--- src/rtl/window_gen_3x3.sv ---
// rtl/window_gen_3x3.sv - 3x3 binary sliding-window generator over a raster pixel stream.
// Optional: define WINGEN_OVERRUN_ERR_EN to add the sticky overrun output err.

module window_gen_3x3 #(
   parameter int IMG_W = 8,
   parameter int IMG_H = 8
) (
   input  logic       clk,
   input  logic       rst_n,
   input  logic       start,
   input  logic       pix_valid,
   input  logic       pix_in,
   output logic       pix_ready,
   output logic [2:0] dataA,
   output logic [2:0] dataB,
   output logic [2:0] dataC,
   output logic       win_valid,
`ifdef WINGEN_OVERRUN_ERR_EN
   output logic       err,
`endif
   output logic       frame_done
);

   localparam int CW = (IMG_W > 1) ? $clog2(IMG_W) : 1;
   localparam int RW = (IMG_H > 1) ? $clog2(IMG_H) : 1;
   localparam logic [CW-1:0] COL_LAST = CW'(IMG_W - 1);
   localparam logic [RW-1:0] ROW_LAST = RW'(IMG_H - 1);

   typedef enum logic [1:0] {IDLE, FILL, STREAM, DONE} state_t;

   state_t           state_q, state_d;
   logic [CW-1:0]    col_q, col_d;
   logic [RW-1:0]    row_q, row_d;
   logic [IMG_W-1:0] lb1_q, lb1_d, lb2_q, lb2_d;
   logic [2:0]       col_a_q, col_a_d, col_b_q, col_b_d, col_c_q, col_c_d;
   logic [2:0]       data_a_q, data_a_d, data_b_q, data_b_d, data_c_q, data_c_d;
   logic             win_valid_q, win_valid_d;
   logic             frame_done_q, frame_done_d;
   logic             pix_ready_q, pix_ready_d;
   logic             accept, row_end;
   logic [2:0]       shift_a, shift_b, shift_c;

   // The oldest line-buffer bit is the pixel one row up in the same column.
   always_comb begin
      accept  = pix_valid & pix_ready_q;
      row_end = (col_q == COL_LAST);
      shift_a = (col_q == '0) ? {lb2_q[IMG_W-1], 2'b00} : {lb2_q[IMG_W-1], col_a_q[2:1]};
      shift_b = (col_q == '0) ? {lb1_q[IMG_W-1], 2'b00} : {lb1_q[IMG_W-1], col_b_q[2:1]};
      shift_c = (col_q == '0) ? {pix_in, 2'b00}         : {pix_in, col_c_q[2:1]};

      state_d     = state_q;
      col_d       = col_q;
      row_d       = row_q;
      lb1_d       = lb1_q;
      lb2_d       = lb2_q;
      col_a_d     = col_a_q;
      col_b_d     = col_b_q;
      col_c_d     = col_c_q;
      data_a_d    = data_a_q;
      data_b_d    = data_b_q;
      data_c_d    = data_c_q;
      win_valid_d = 1'b0;

      case (state_q)
         IDLE: begin
            if (start) begin
               state_d = FILL;
               col_d   = '0;
               row_d   = '0;
            end
         end
         FILL, STREAM: begin
            if (accept) begin
               lb1_d   = {lb1_q[IMG_W-2:0], pix_in};
               lb2_d   = {lb2_q[IMG_W-2:0], lb1_q[IMG_W-1]};
               col_a_d = shift_a;
               col_b_d = shift_b;
               col_c_d = shift_c;
               col_d   = row_end ? '0 : col_q + CW'(1);
               if (row_end) begin
                  row_d = (row_q == ROW_LAST) ? '0 : row_q + RW'(1);
               end
               if ((state_q == STREAM) && (col_q >= CW'(2))) begin
                  data_a_d    = shift_a;
                  data_b_d    = shift_b;
                  data_c_d    = shift_c;
                  win_valid_d = 1'b1;
               end
               if ((state_q == FILL) && row_end && (row_q == RW'(1))) begin
                  state_d = STREAM;
               end
               if ((state_q == STREAM) && row_end && (row_q == ROW_LAST)) begin
                  state_d = DONE;
               end
            end
         end
         default: state_d = IDLE;
      endcase

      pix_ready_d  = (state_d == FILL) || (state_d == STREAM);
      frame_done_d = (state_d == DONE);
   end

   always_ff @(posedge clk or negedge rst_n) begin
      if (!rst_n) begin
         state_q      <= IDLE;
         col_q        <= '0;
         row_q        <= '0;
         lb1_q        <= '0;
         lb2_q        <= '0;
         col_a_q      <= '0;
         col_b_q      <= '0;
         col_c_q      <= '0;
         data_a_q     <= '0;
         data_b_q     <= '0;
         data_c_q     <= '0;
         win_valid_q  <= 1'b0;
         frame_done_q <= 1'b0;
         pix_ready_q  <= 1'b0;
      end else begin
         state_q      <= state_d;
         col_q        <= col_d;
         row_q        <= row_d;
         lb1_q        <= lb1_d;
         lb2_q        <= lb2_d;
         col_a_q      <= col_a_d;
         col_b_q      <= col_b_d;
         col_c_q      <= col_c_d;
         data_a_q     <= data_a_d;
         data_b_q     <= data_b_d;
         data_c_q     <= data_c_d;
         win_valid_q  <= win_valid_d;
         frame_done_q <= frame_done_d;
         pix_ready_q  <= pix_ready_d;
      end
   end

`ifdef WINGEN_OVERRUN_ERR_EN
   logic err_q, err_d;

   always_comb begin
      err_d = err_q;
      if ((state_q == IDLE) && start) begin
         err_d = 1'b0;
      end else if (pix_valid && ((state_q == IDLE) || (state_q == DONE))) begin
         err_d = 1'b1;
      end
   end

   always_ff @(posedge clk or negedge rst_n) begin
      if (!rst_n) begin
         err_q <= 1'b0;
      end else begin
         err_q <= err_d;
      end
   end

   assign err = err_q;
`endif

   // Oldest column bit only exists to mirror the window layout; it is never read back.
   logic unused_col_lsb;
   assign unused_col_lsb = ^{col_a_q[0], col_b_q[0], col_c_q[0]};

   assign pix_ready  = pix_ready_q;
   assign dataA      = data_a_q;
   assign dataB      = data_b_q;
   assign dataC      = data_c_q;
   assign win_valid  = win_valid_q;
   assign frame_done = frame_done_q;

endmodule

--- config.mk ---
export PLATFORM = sky130hd
export DESIGN_NAME = window_gen_3x3
export DESIGN_NICKNAME = d
export VERILOG_FILES = /design/src/rtl/window_gen_3x3.sv
export SDC_FILE = /design/constraint.sdc
export NUM_CORES = 1
export LEC_CHECK = 0
export ABC_AREA = 0
export CAP_MARGIN = 0
export CORE_MARGIN = 2
export CORE_UTILIZATION = 55
export DETAILED_ROUTE_END_ITERATION = 10
export PLACE_DENSITY_LB_ADDON = 0.1
export SYNTH_ARGS = -nofsm -noshare
export SYNTH_HDL_FRONTEND = slang
export SYNTH_SLANG_ARGS = --single-unit
--- constraint.sdc ---
create_clock -name clk -period 2.2 [get_ports clk]
set_input_delay 0.66 -clock clk [delete_from_list [all_inputs] [get_ports clk]]
set_output_delay 0.66 -clock clk [all_outputs]
set_load 0.01 [all_outputs]
==> results.ini, run 1 <==
[status]
outcome = finished, final reports clean

[placement]
place_hpwl_mm = 2.11
gp_congestion = 0.737
place_inst = 204
place_ws_ps = 5.17
port_buffers = 16

[floorplanning]
die_x_um = 62.4
start_util = 0.567
die_h_um = 62.4
row_count = 21
dieArea_mm2 = 0.00390
ioPinCount = 17
coreArea_mm2 = 0.00331

[layout]
n_antenna_cell = 0
fin_nets = 182
seqCellArea_mm2 = 0.00100
nFillCells = 266
drive_above_1_share = 0.241
fin_util = 0.659
syn2layout_area_growth_pct = 16.3
stdcell_count = 212
multi_input_area_um2 = 815

[global_routing]
antenna_found_initial = 0
met1_usage = 0.232
grt_pass1_vias = 1217
grt_pass1_wl_mm = 5.38
met3_usage = 0.0396
grtUsageMet2 = 0.282
grt-busiest-layer = met2
grt-ovfl-total = 0
grt_max_degree = 41
grtUsageTotal = 0.176

[detailed_routing]
totalWireLength_mm = 3.05
drcViolationCount = 0
drt_iter0_markers = 53
via_count = 1116
drtAntennaViolNets = 0
dr.pass1.iters = 4
wl_per_cell_um = 14.4
viasPerCell = 5.26

[critical_path]
startpoint_type = flip-flop
cp_top_family = buffers and inverters
slowest_stage = clkdlybuf4s50_1
worst_ep_required_time_ps = 1540
end_kind = output pin
reg2reg_setup_slack_ps = 240
critPathMaxStageDelay_ps = 590
arrival_ps = 1430
crit_path_cell_trace = clkdlybuf4s50_1
crit_type = flip-flop to output pin
cp_max_fo = 7
critPathBufInv = 1

[timing]
setup_ws_ps = 109
period_minus_slack_ps = 2090
slew_headroom = 0.676
hold_violations = 0
slew_violations = 0
tns_ps = 0
fmax_mhz = 478
tightest_slew_ps = 486
rsz0062_at_grt = false
post-route-period-util = 0.950
skew_ps = 12.8
setup_violations = 0

[power_and_ir_drop]
seqPwrFrac = 0.452
ir_drop_mv = 0.901
power.density_mw_per_mm2 = 1170
p_comb_frac = 0.345
p_sw_frac = 0.321
p_int_mw = 1.73
p_leak_nw = 1.04
p_switching_uw = 817
clockPowerShare = 0.203

[clock_network]
clockBufferDepth = 2
clkTransAtPathRegs_ps = 120
cts_tree = built
cts_root_buf = clkbuf_4
cts_sinks = 40
cts_hold_buffers = 0
post_cts_resized = 0
clkLatencyLatePin_ps = 350
post-cts-setup-buffers = 0
cts_buffers = 5
htreeDepth = 2

[synth]
yosysWarnings = 0
synth-seq-cells = 40
synth_cell_types = 29
synth_nets = 160
netlist_area_mm2 = 0.00188
syn_avg_cell_area_um2 = 13.1
seq_area_frac_synth = 0.533
synthCells = 143

[job]
maxCapViolCount = 0

[min_path]
hp-class = input port to asynchronous set/reset pin

-- area by class of cell --
| type | instances | share of cell area |
|---|---|---|
| Timing Repair Buffer | 20 | 0.0905 |
| Clock inverter | 2 | 0.0178 |
| Inverter | 6 | 0.0103 |
| Clock buffer | 6 | 0.0235 |
| Sequential cell | 40 | 0.458 |
| Tap cell | 46 | 0.0264 |
| Multi-Input combinational cell | 92 | 0.373 |
-- per-stage QoR --
step                area (µm²)  power (mW)  hold WS [ps]
floorplan                 1880        1.83           364
global placement          2090        1.99           461
detailed placement        2090        2.04           472
CTS                       2180        2.57           345
global route              2180        2.73           368
finish                    2180        2.54           341
-- Yosys cell counts --
| master | n | area share |
|---|---|---|
| nor2_4 | 1 | 0.0060 |
| nand3_4 | 1 | 0.0093 |
| o21ai_0 | 11 | 0.029 |
| mux2_2 | 10 | 0.060 |
| o31ai_1 | 6 | 0.024 |
| o31ai_4 | 1 | 0.011 |
| inv_1 | 6 | 0.012 |
| a21oi_1 | 2 | 0.0053 |
| a22o_1 | 2 | 0.0093 |
| buf_6 | 2 | 0.012 |
| mux2_4 | 12 | 0.096 |
| nand4_1 | 1 | 0.0033 |
| a31oi_1 | 1 | 0.0033 |
| nor2b_1 | 1 | 0.0033 |
| buf_4 | 1 | 0.0040 |
| nand3_1 | 2 | 0.0053 |
| and3b_1 | 1 | 0.0047 |
| o21ba_2 | 1 | 0.0053 |
| mux2i_1 | 3 | 0.016 |
| nor2_1 | 4 | 0.0080 |
| and3_1 | 2 | 0.0067 |
| buf_2 | 2 | 0.0053 |
| ha_1 | 12 | 0.080 |
| a21o_1 | 2 | 0.0080 |
| nand2b_1 | 2 | 0.0067 |
| a21oi_2 | 1 | 0.0047 |
| nand3b_1 | 1 | 0.0040 |
| nand2_1 | 12 | 0.024 |
| dfrtp_1 | 40 | 0.53 |
-- power by group through the flow --
stage                     combinational (mW)  clock (mW)  sequential, mW
after floorplan                        0.714           0            1.12
after detailed placement               0.876           0            1.17
final                                  0.878       0.515            1.15
after global placement                 0.836           0            1.15
after global routing                   0.978       0.564            1.19
after CTS                              0.892       0.528            1.15
-- worst paths after layout --
kind	start	to	cells past startpoint
max in group asynchronous	rst_n	col_q[0]	2
worst max register to register	state_q[1]	row_q[1]	5
worst max-delay path	pix_ready	pix_ready	1
worst min-delay path	rst_n	dataB[1]	2
worst min register to register	col_b_q[1]	col_b_q[1]	2
min in group clk	col_b_q[1]	col_b_q[1]	2
-- layer usage --
| layer | share of wire | vias to the layer above |
|---|---|---|
| met4 | 0.011 | 0 |
| met5 | 0 | - |
| met1 | 0.47 | 544 |
| met2 | 0.48 | 24 |
| li1 | - | 544 |
| met3 | 0.042 | 4 |
-- cells by family (layout without fill, tap and decap cells) --
logic type | Yosys count | after routing | synth area share
flip-flops | 40 | 40 | 0.533
adder cells (fa/ha/maj) | 12 | 12 | 0.0799
AND/OR/NAND/NOR | 28 | 28 | 0.0813
multiplexers | 25 | 25 | 0.172
buffers and inverters | 11 | 34 | 0.0333
AO/OA/AOI/OAI | 27 | 27 | 0.101
-- placed cells by master (no fill, tap or decap), types with 3 or more instances in the layout --
cell and count:
mux2i_1 3, clkbuf_4 5, buf_4 3, inv_1 6, ha_1 12, o21ai_0 11
clkdlybuf4s50_1 15, o31ai_1 6, mux2_2 10, mux2_4 12, nor2_1 4, nand2_1 12
dfrtp_1 40
-- flip-flops by register name (all words and copies together) (netlist names) --
register,cells
col_q,3
dataA,3
win_valid,1
lb1_q,8
lb2_q,8
col_b_q,1
state_q,2
frame_done,1
col_a_q,2
dataB,3
pix_ready,1
col_c_q,1
row_q,3
dataC,3
(Power assumes the default switching activity.)
==> run 2, diff against run 1 <==
--- a/config.mk
+++ b/config.mk
@@ -7,8 +7,10 @@
 export LEC_CHECK = 0
 export ABC_AREA = 0
 export CAP_MARGIN = 0
+export CELL_PAD_IN_SITES_DETAIL_PLACEMENT = 0
+export CELL_PAD_IN_SITES_GLOBAL_PLACEMENT = 1
 export CORE_MARGIN = 2
-export CORE_UTILIZATION = 55
+export CORE_UTILIZATION = 46
 export DETAILED_ROUTE_END_ITERATION = 10
 export PLACE_DENSITY_LB_ADDON = 0.1
 export SYNTH_ARGS = -nofsm -noshare
==> run 2 against run 1 <==
Hold slack got worse by 3.9 ps; clock power increased by 12%; sequential share of layout area decreased by 0.62 points; cell area increased by 1.4%; fmax increased by 2.1%.
==> results.ini, run 2 (same netlist as run 1, synthesis figures left out) <==
[detailed_routing]
drcViolationCount = 0  ; unchanged
totalWireLength_mm = 3.01  ; -1.4%
dr.pass1.iters = 4  ; unchanged
drtAntennaViolNets = 0  ; unchanged
viasPerCell = 5.10  ; -3.2%
via_count = 1106  ; -0.90%
drt_iter0_markers = 78  ; +47%
wl_per_cell_um = 13.9  ; -3.7%

[critical_path]
crit_path_cell_trace = clkdlybuf4s50_1
slowest_stage = clkdlybuf4s50_1
critPathMaxStageDelay_ps = 610  ; +20 ps
crit_end = pix_ready
critPathLaunch = pix_ready
worst_ep_required_time_ps = 1540  ; about the same
reg2reg_setup_slack_ps = 280  ; +40 ps
crit_type = flip-flop to output pin
reg2reg_from = state_q[1]
arrival_ps = 1390  ; -40 ps
reg2reg_depth = 5  ; unchanged
startpoint_type = flip-flop
end_kind = output pin
cp_top_family = buffers and inverters
r2r-end = row_q[0]
critPathBufInv = 1  ; unchanged
cp_max_fo = 7  ; unchanged
path_depth = 1  ; unchanged

[layout]
final_cell_mix = 40 x dfrtp_1, 15 x clkdlybuf4s50_1, 12 x nand2_1, 12 x mux2_4, 12 x ha_1
n_antenna_cell = 0  ; unchanged
syn2layout_area_growth_pct = 17.9
drive_above_1_share = 0.240  ; -0.00144
fin_nets = 183  ; +0.55%
final_common_cell = dfrtp_1
top_regs = lb1_q (8), lb2_q (8)
stdcell_count = 217  ; +2.4%

[timing]
hold_violations = 0  ; unchanged
setup_violations = 0  ; unchanged
period_minus_slack_ps = 2050  ; -42.1 ps
skew_ps = 9.08  ; -3.71 ps
post-route-period-util = 0.931  ; -0.0191
holdWs_ps = 337  ; -3.89 ps
tightest_slew_ps = 512  ; +25.9 ps
slew_violations = 0  ; unchanged
rsz0062_at_grt = false
fmax_mhz = 488  ; +2.1%
slew_headroom = 0.659  ; -0.0173

[placement]
place_inst = 209  ; +2.5%
place_hpwl_mm = 2.20  ; +4.6%
port_buffers = 16  ; unchanged
gp_congestion = 0.730  ; -1.0%

[power_and_ir_drop]
power.density_mw_per_mm2 = 1170  ; +0.38%
p_leak_nw = 1.05  ; +0.93%
ir_drop_mv = 0.601  ; -33%

[global_routing]
antenna_found_initial = 0  ; unchanged
grt_max_degree = 23  ; -44%
grt_pass1_wl_mm = 5.22  ; -2.8%
grt_pass1_vias = 1055  ; -13%
grt-ovfl-total = 0  ; unchanged
grtUsageTotal = 0.159  ; -0.0177

[floorplanning]
start_util = 0.473  ; -0.0944
ioPinCount = 17  ; unchanged
row_count = 23  ; +9.5%
coreArea_mm2 = 0.00397  ; +20%
die_x_um = 67.9  ; +8.7%
dieArea_mm2 = 0.00461  ; +18%
die_h_um = 67.9  ; +8.7%

[clock_network]
cts_hold_buffers = 0  ; unchanged
cts_tree = built
post_cts_resized = 0  ; unchanged
cts_root_buf = clkbuf_8
clkLatencyLatePin_ps = 290  ; -60 ps
clkTransAtPathRegs_ps = 80  ; -40 ps
cts_buffers = 5  ; unchanged
htreeDepth = 2  ; unchanged
post-cts-setup-buffers = 0  ; unchanged
clockBufferDepth = 2  ; unchanged
cts_sinks = 40  ; unchanged

[job]
maxCapViolCount = 0  ; unchanged

[status]
outcome = finished, final reports clean

[min_path]
hp-class = input port to asynchronous set/reset pin

## run 2: final cells by class
type,count,area [µm²]
fill,349,1760
sequential,40,1000
multi-input combinational,92,815
timing repair buffer,21,205
clock buffer,6,72.6
tap,50,62.6
clock inverter,2,35.0
inverter,6,22.5
## run 2: where the power goes
group          total (mW)  switching [mW]  internal, mW
registers            1.15           0.182         0.971
logic               0.856           0.379         0.478
clock network       0.579           0.243         0.336
## run 2: worst min path at each step
stage | depth (start not counted) | endpoint
global placement | 2 | col_b_q[1]
CTS | 1 | lb2_q[2]
floorplan | 0 | col_a_q[1]
global route | 1 | state_q[0]
finish | 1 | lb2_q[2]
detailed placement | 2 | col_b_q[1]
## run 2: per-layer routing
metal	share of wire	global-route usage	vias up
li1	-	-	547
met1	0.50	0.229	534
met2	0.44	0.214	20
met3	0.043	0.0559	5
met4	0.014	0.0675	0
met5	0	0	-
## run 2: stage by stage
stage	power [mW]	TNS (ps)	instance area, µm²	utilization	setup slack [ps]
final	2.59	0	2210	0.557	151
after CTS	2.62	0	2210	0.557	133
after global placement	1.99	0	2110	0.530	58.2
after detailed placement	2.03	-10.3	2110	0.530	-10.3
after global routing	2.78	0	2210	0.557	68.0
after floorplan	1.83	0	1880	-	497
